==> src/rtl/pran_loader_pkg.sv <==
// Shared definitions for the UART boot loader: sync byte and state encodings
// for the loader FSM and the UART receiver.
package pran_loader_pkg;

  localparam logic [7:0] SYNC_BYTE = 8'hA5;

  typedef enum logic [2:0] {
    LD_SYNC,
    LD_LEN0,
    LD_LEN1,
    LD_DATA,
    LD_WRITE,
    LD_DONE,
    LD_ERR
  } ld_state_t;

  typedef enum logic [1:0] {
    RX_IDLE,
    RX_START,
    RX_DATA,
    RX_STOP
  } rx_state_t;

endpackage

==> src/rtl/pran_uart_rx.sv <==
// 8N1 UART receiver: 2-flop synchronizer, falling-edge start detect, mid-bit
// sampling. Emits a 1-cycle rx_valid with the byte, or frame_err on a bad stop bit.
module pran_uart_rx
  import pran_loader_pkg::*;
#(
  parameter int unsigned CLKS_PER_BIT = 434
) (
  input  logic       clk,
  input  logic       reset,
  input  logic       uart_rx,
  output logic       rx_valid,
  output logic [7:0] rx_byte,
  output logic       frame_err
);

  localparam int unsigned CW   = (CLKS_PER_BIT > 1) ? $clog2(CLKS_PER_BIT) : 1;
  localparam int unsigned HALF = (CLKS_PER_BIT > 1) ? CLKS_PER_BIT / 2 : 1;

  logic            r_meta;
  logic            r_sync;
  logic            r_prev;
  rx_state_t       r_state;
  rx_state_t       w_next;
  logic [CW-1:0]   r_cnt;
  logic [2:0]      r_bit;
  logic [7:0]      r_shift;
  logic            w_fall;
  logic            w_half_tick;
  logic            w_bit_tick;

  assign w_fall      = r_prev & ~r_sync;
  assign w_half_tick = (r_cnt == CW'(HALF - 1));
  assign w_bit_tick  = (r_cnt == CW'(CLKS_PER_BIT - 1));

  always_ff @(posedge clk or negedge reset) begin
    if (!reset) r_state <= RX_IDLE;
    else        r_state <= w_next;
  end

  always_comb begin
    w_next = r_state;
    case (r_state)
      RX_IDLE:  if (w_fall) w_next = RX_START;
      // Still high at mid start bit means a glitch, not a frame.
      RX_START: if (w_half_tick) w_next = r_sync ? RX_IDLE : RX_DATA;
      RX_DATA:  if (w_bit_tick && (r_bit == 3'd7)) w_next = RX_STOP;
      RX_STOP:  if (w_bit_tick) w_next = RX_IDLE;
      default:  w_next = RX_IDLE;
    endcase
  end

  always_ff @(posedge clk or negedge reset) begin
    if (!reset) begin
      r_meta    <= 1'b1;
      r_sync    <= 1'b1;
      r_prev    <= 1'b1;
      r_cnt     <= '0;
      r_bit     <= '0;
      r_shift   <= '0;
      rx_valid  <= 1'b0;
      rx_byte   <= '0;
      frame_err <= 1'b0;
    end else begin
      r_meta    <= uart_rx;
      r_sync    <= r_meta;
      r_prev    <= r_sync;
      rx_valid  <= 1'b0;
      frame_err <= 1'b0;
      case (r_state)
        RX_IDLE: begin
          r_cnt <= '0;
          r_bit <= '0;
        end
        RX_START: r_cnt <= w_half_tick ? '0 : r_cnt + CW'(1);
        RX_DATA: begin
          if (w_bit_tick) begin
            r_cnt   <= '0;
            r_shift <= {r_sync, r_shift[7:1]};
            r_bit   <= r_bit + 3'd1;
          end else begin
            r_cnt <= r_cnt + CW'(1);
          end
        end
        RX_STOP: begin
          if (w_bit_tick) begin
            r_cnt <= '0;
            if (r_sync) begin
              rx_valid <= 1'b1;
              rx_byte  <= r_shift;
            end else begin
              frame_err <= 1'b1;
            end
          end else begin
            r_cnt <= r_cnt + CW'(1);
          end
        end
        default: r_cnt <= '0;
      endcase
    end
  end

endmodule

==> src/rtl/pran_uart_loader.sv <==
// Boot loader: receives A5, 16-bit LE word count, then LE 32-bit words over UART,
// writes them to the CPU's external memory port and releases cpu_reset when done.
module pran_uart_loader
  import pran_loader_pkg::*;
#(
  parameter int unsigned CLKS_PER_BIT = 434,
  parameter logic [31:0] BASE_ADDR    = 32'h0000_0000,
  parameter int unsigned MAX_WORDS    = 64
) (
  input  logic        clk,
  input  logic        reset,
  input  logic        uart_rx,
  output logic        cpu_reset,
  output logic        Ext_MemWrite,
  output logic [31:0] Ext_WriteData,
  output logic [31:0] Ext_DataAdr,
  output logic        load_done,
  output logic        load_err
);

  localparam logic [15:0] MAX_LEN = 16'(MAX_WORDS);

  logic        w_rx_valid;
  logic [7:0]  w_rx_byte;
  logic        w_frame_err;
  logic        w_is_sync;
  logic [15:0] w_len;
  ld_state_t   r_state;
  ld_state_t   w_next;
  logic [7:0]  r_len_lo;
  logic [15:0] r_words_left;
  logic [23:0] r_word;
  logic [1:0]  r_idx;
  logic [31:0] r_adr;
  logic [31:0] r_wdata;
  logic        r_done;
  logic        r_err;

  pran_uart_rx #(
    .CLKS_PER_BIT(CLKS_PER_BIT)
  ) u_rx (
    .clk       (clk),
    .reset     (reset),
    .uart_rx   (uart_rx),
    .rx_valid  (w_rx_valid),
    .rx_byte   (w_rx_byte),
    .frame_err (w_frame_err)
  );

  assign w_is_sync     = w_rx_valid && (w_rx_byte == SYNC_BYTE);
  assign w_len         = {w_rx_byte, r_len_lo};
  assign Ext_WriteData = r_wdata;
  assign Ext_DataAdr   = r_adr;
  assign load_done     = r_done;
  assign load_err      = r_err;

  always_ff @(posedge clk or negedge reset) begin
    if (!reset) r_state <= LD_SYNC;
    else        r_state <= w_next;
  end

  always_comb begin
    w_next       = r_state;
    cpu_reset    = 1'b1;
    Ext_MemWrite = 1'b0;
    case (r_state)
      LD_SYNC: if (w_is_sync) w_next = LD_LEN0;
      LD_LEN0: begin
        if (w_frame_err)     w_next = LD_ERR;
        else if (w_rx_valid) w_next = LD_LEN1;
      end
      LD_LEN1: begin
        if (w_frame_err) w_next = LD_ERR;
        else if (w_rx_valid) begin
          if (w_len == 16'd0)        w_next = LD_DONE;
          else if (w_len > MAX_LEN)  w_next = LD_ERR;
          else                       w_next = LD_DATA;
        end
      end
      LD_DATA: begin
        if (w_frame_err)                          w_next = LD_ERR;
        else if (w_rx_valid && (r_idx == 2'd3))   w_next = LD_WRITE;
      end
      LD_WRITE: begin
        Ext_MemWrite = 1'b1;
        w_next = (r_words_left == 16'd1) ? LD_DONE : LD_DATA;
      end
      // A reload sync byte pulls the CPU back into reset in its own rx_valid cycle.
      LD_DONE: begin
        cpu_reset = w_is_sync;
        if (w_is_sync) w_next = LD_LEN0;
      end
      LD_ERR:  if (w_is_sync) w_next = LD_LEN0;
      default: w_next = LD_SYNC;
    endcase
  end

  always_ff @(posedge clk or negedge reset) begin
    if (!reset) begin
      r_len_lo     <= '0;
      r_words_left <= '0;
      r_word       <= '0;
      r_idx        <= '0;
      r_adr        <= BASE_ADDR;
      r_wdata      <= '0;
      r_done       <= 1'b0;
      r_err        <= 1'b0;
    end else begin
      case (r_state)
        LD_SYNC, LD_DONE, LD_ERR: begin
          if (w_is_sync) begin
            r_adr  <= BASE_ADDR;
            r_done <= 1'b0;
            r_err  <= 1'b0;
          end
        end
        LD_LEN0: if (w_rx_valid) r_len_lo <= w_rx_byte;
        LD_LEN1: begin
          if (w_rx_valid) begin
            r_words_left <= w_len;
            r_idx        <= '0;
          end
        end
        LD_DATA: begin
          if (w_rx_valid) begin
            r_idx <= r_idx + 2'd1;
            case (r_idx)
              2'd0:    r_word[7:0]   <= w_rx_byte;
              2'd1:    r_word[15:8]  <= w_rx_byte;
              2'd2:    r_word[23:16] <= w_rx_byte;
              default: r_wdata       <= {w_rx_byte, r_word};
            endcase
          end
        end
        LD_WRITE: begin
          r_adr        <= r_adr + 32'd4;
          r_words_left <= r_words_left - 16'd1;
        end
        default: ;
      endcase
      // Flags follow the FSM's entry into its terminal states.
      if (w_next == LD_DONE) r_done <= 1'b1;
      if (w_next == LD_ERR)  r_err  <= 1'b1;
    end
  end

endmodule

==> config.mk <==
export PLATFORM = sky130hd
export DESIGN_NAME = pran_uart_loader
export DESIGN_NICKNAME = d
export VERILOG_FILES = /design/src/rtl/pran_loader_pkg.sv /design/src/rtl/pran_uart_rx.sv /design/src/rtl/pran_uart_loader.sv
export SDC_FILE = /design/constraint.sdc
export NUM_CORES = 1
export LEC_CHECK = 0
export BUFFER_PORTS_ARGS = -buffer_cell sky130_fd_sc_hd__buf_4
export CAP_MARGIN = 20
export CORE_ASPECT_RATIO = 1.2
export CORE_MARGIN = 2
export CORE_UTILIZATION = 59
export CTS_CLUSTER_SIZE = 20
export DETAILED_ROUTE_END_ITERATION = 12
export PLACE_DENSITY = 0.84
export SETUP_SLACK_MARGIN = 0.02
export SYNTH_ARGS = -nofsm -noshare
export SYNTH_HDL_FRONTEND = slang
export SYNTH_SLANG_ARGS = --single-unit
==> constraint.sdc <==
create_clock -name clk -period 2.5 [get_ports clk]
set_input_delay 0.75 -clock clk [delete_from_list [all_inputs] [get_ports clk]]
set_output_delay 0.75 -clock clk [all_outputs]
set_load 0.03 [all_outputs]
==> impl_results.md <==
- Status: completed
- Setup Viol. Count Final: 0
- Number of flops mapped to enable cells by yosys: 0
- Worst r2r src: r_state[1]
- Data required time of the worst path: 1.75 ns
- Tot GR Track Use: 28.2%
- Fin cells: 847
- Max VDD drop: 699 uV
- Largest net degree at the start of global routing: 56
- Core area: 0.0115 mm2
- Pwr dens: 637 mW/mm2
- Starting density of the core: 59.7%
- Top-area cell type share of the netlist area: 54.5%
- Max Cap Viol: 0
- Unrepaired setup endpoints after global routing: yes
- Synth cell types: 62
- Largest area contributor in the netlist: dfrtp_1
- Final core utilization: 72.2%
- Avg Vias per Cell: 6.02
- Arrival time at the worst endpoint: 1.74 ns
- F_max: 0.402 GHz
- DIE AREA: 0.0125 mm2
- CP endpoint kind: output pin
- CTS root buffer: clkbuf_16
- DR pass1 iterations: 5
- Clock skew: 0.0119 ns
- Placed insts: 811
- Clk_lat worst skew: 0.43 ns
- Final hold violation count: 0
- Height of the die: 122 um
- Syn Area/Cell: 11.7 um2
- Routed via count: 5097
- Slew Limit Fails: 0
- Leak: 0.00417 uW
- Reg clk slew, reported paths: 0.06 ns
- Final WL: 16.2 mm
- Top post-synthesis cells by area: dfrtp_1 54%, mux2_2 13%, nand2_1 3.2%
- Worst setup margin: 0.00991 ns
- Post-CTS Hold Buffers: 0
- Pre-CTS WS: 0.189 ns
- FF-to-FF setup slack: 0.15 ns
- Setup TNS: 0 ns
- Post-DP HPWL: 10.4 mm
- CTS buffer count: 17
- Synth Flop Type: dfrtp_1
- Fin crit period: 2.49 ns
- Rel. slew slack: 49.1%
- H-tree levels: 4
- Die width: 102 um
- FFs w/ async S/R, synth: 100%
- Nets: 694
- Num ports: 71
- Deepest clock path buffer count: 2
- Placed inst area: 0.00763 mm2
- First-pass GRT wire length: 26.7 mm
- Port bufs: 68
- Total grt overflow: 0
- Post-layout instance area: 0.00827 mm2
- Std cell rows: 43
- Commonest non-fill, non-tap cell in the layout: dfrtp_1
- Drt drc: 0
- Routed len/inst: 19.2 um
- Antenna violations before repair: 0
- Clk sinks: 152
- Initial DRC Count: 311
- Final period utilization: 99.6%
- Warnings, synthesis: 0
- Gpl congestion: 0.870
- Synth Instances: 587
- CP Launch Type: register
- Ant diodes: 0
- Critical path type: register to output pin
- Layout area overhead: 20.9%
- Vias in the first global route: 5246
- Antenna-violating nets left: 0
- Max FO, Critical Path: 2
- CTS tree: done
- Reg-to-Reg End: Ext_DataAdr[30]
- Most frequent cells in the layout: 145 x dfrtp_1, 94 x buf_4, 82 x mux2_2
- Sequential cell area fraction in the yosys report: 55.6%
- Share of cells above drive strength 1: 33.8%
- Flops & latches, synth: 152
- Worst Hold Class: primary input to asynchronous set/reset pin
- R2R cell count: 5
- Worst-Margin Slew: 0.762 ns
- Synth Cell Area: 0.00685 mm2
layout make-up:
type                       instances  area (um2)
clock buffer                      19         453
multi-input combinational        397        2890
timing repair buffer              97         748
clock inverter                    12         119
sequential                       152        3810
inverter                          13        51.3
fill                             750        3190
tap                              157         196
cells in the mapped netlist (4+ instances only):
| master | count |
|---|---|
| nand3_1 | 24 |
| a31oi_1 | 5 |
| nor2_1 | 33 |
| ha_1 | 13 |
| and2_1 | 4 |
| a21oi_1 | 13 |
| nand2_1 | 59 |
| o31ai_1 | 4 |
| o211ai_1 | 10 |
| nor3_1 | 19 |
| xor2_1 | 5 |
| o21ai_0 | 24 |
| and3_1 | 8 |
| nand4b_1 | 4 |
| mux2i_1 | 10 |
| clkbuf_1 | 13 |
| dfrtp_1 | 149 |
| mux2_2 | 82 |
| inv_1 | 12 |
| xnor2_1 | 6 |
| nor2b_1 | 4 |
| buf_2 | 4 |
| buf_4 | 4 |
| nand4_1 | 6 |
| and4_1 | 4 |
| nor4_1 | 4 |
critical path, cell delays in order (launching register included):
cell      delay [ns]
dfrtp_2         0.43
nor4_4          0.29
buf_4           0.15
and3_4          0.17
nand3b_1        0.13
buf_6           0.14
sequential cells by signal, indices dropped and copies added, names as in the netlist, 2 cells and up:
register       cells
r_words_left      16
u_rx.r_state       2
u_rx.rx_byte       8
r_state            3
Ext_WriteData     32
r_idx              2
r_len_lo           8
u_rx.r_shift       8
r_word            24
Ext_DataAdr       30
u_rx.r_cnt         9
u_rx.r_bit         3
worst max path at each step:
stage                          startpoint               to
after floorplan            Ext_DataAdr[8]  Ext_DataAdr[30]
after global placement         r_state[1]  Ext_DataAdr[30]
after detailed placement       r_state[1]  Ext_DataAdr[30]
after CTS                 u_rx.rx_byte[4]        cpu_reset
after global routing      u_rx.rx_byte[1]        cpu_reset
final                     u_rx.rx_byte[1]        cpu_reset
cell families (layout without fill, tap and decap cells):
group | Yosys count | in the layout | share of synthesized area, %
simple gates | 192 | 192 | 14.4
flops | 152 | 152 | 55.6
mux | 92 | 92 | 15.0
compound gates | 87 | 87 | 8.68
buf+inv | 39 | 141 | 2.47
fa+ha+maj | 13 | 13 | 2.38
xor+xnor | 11 | 11 | 1.41
other cells | 1 | 2 | 0.0548
through the flow:
step                      hold WS, ns  total power [uW]
after floorplan                 0.345              2730
after global placement          0.349              2820
after detailed placement        0.349              2840
after CTS                       0.293              5290
after global routing            0.307              5430
final                           0.282              5270
layer usage:
metal  GRT usage [%]  wire, um
met1            33.6      6330
met2            48.3      8580
met3            6.02       673
met4            13.5       648
met5               0         0
report_power, final:
| part | switching (uW) | internal (uW) | total (uW) |
|---|---|---|---|
| sequential | 71.5 | 2500 | 2570 |
| clock | 1050 | 1430 | 2470 |
| combinational | 141 | 83.3 | 224 |
| total | 1260 | 4010 | 5270 |
repair_timing:
| action | CTS | global route |
|---|---|---|
| pin swaps | 1 | 1 |
| gates resized for setup | 6 | 3 |
| setup endpoints to repair | 1 | 2 |
| buffers inserted | 4 | 1 |
No activity file was read; power rests on OpenSTA's default activity.
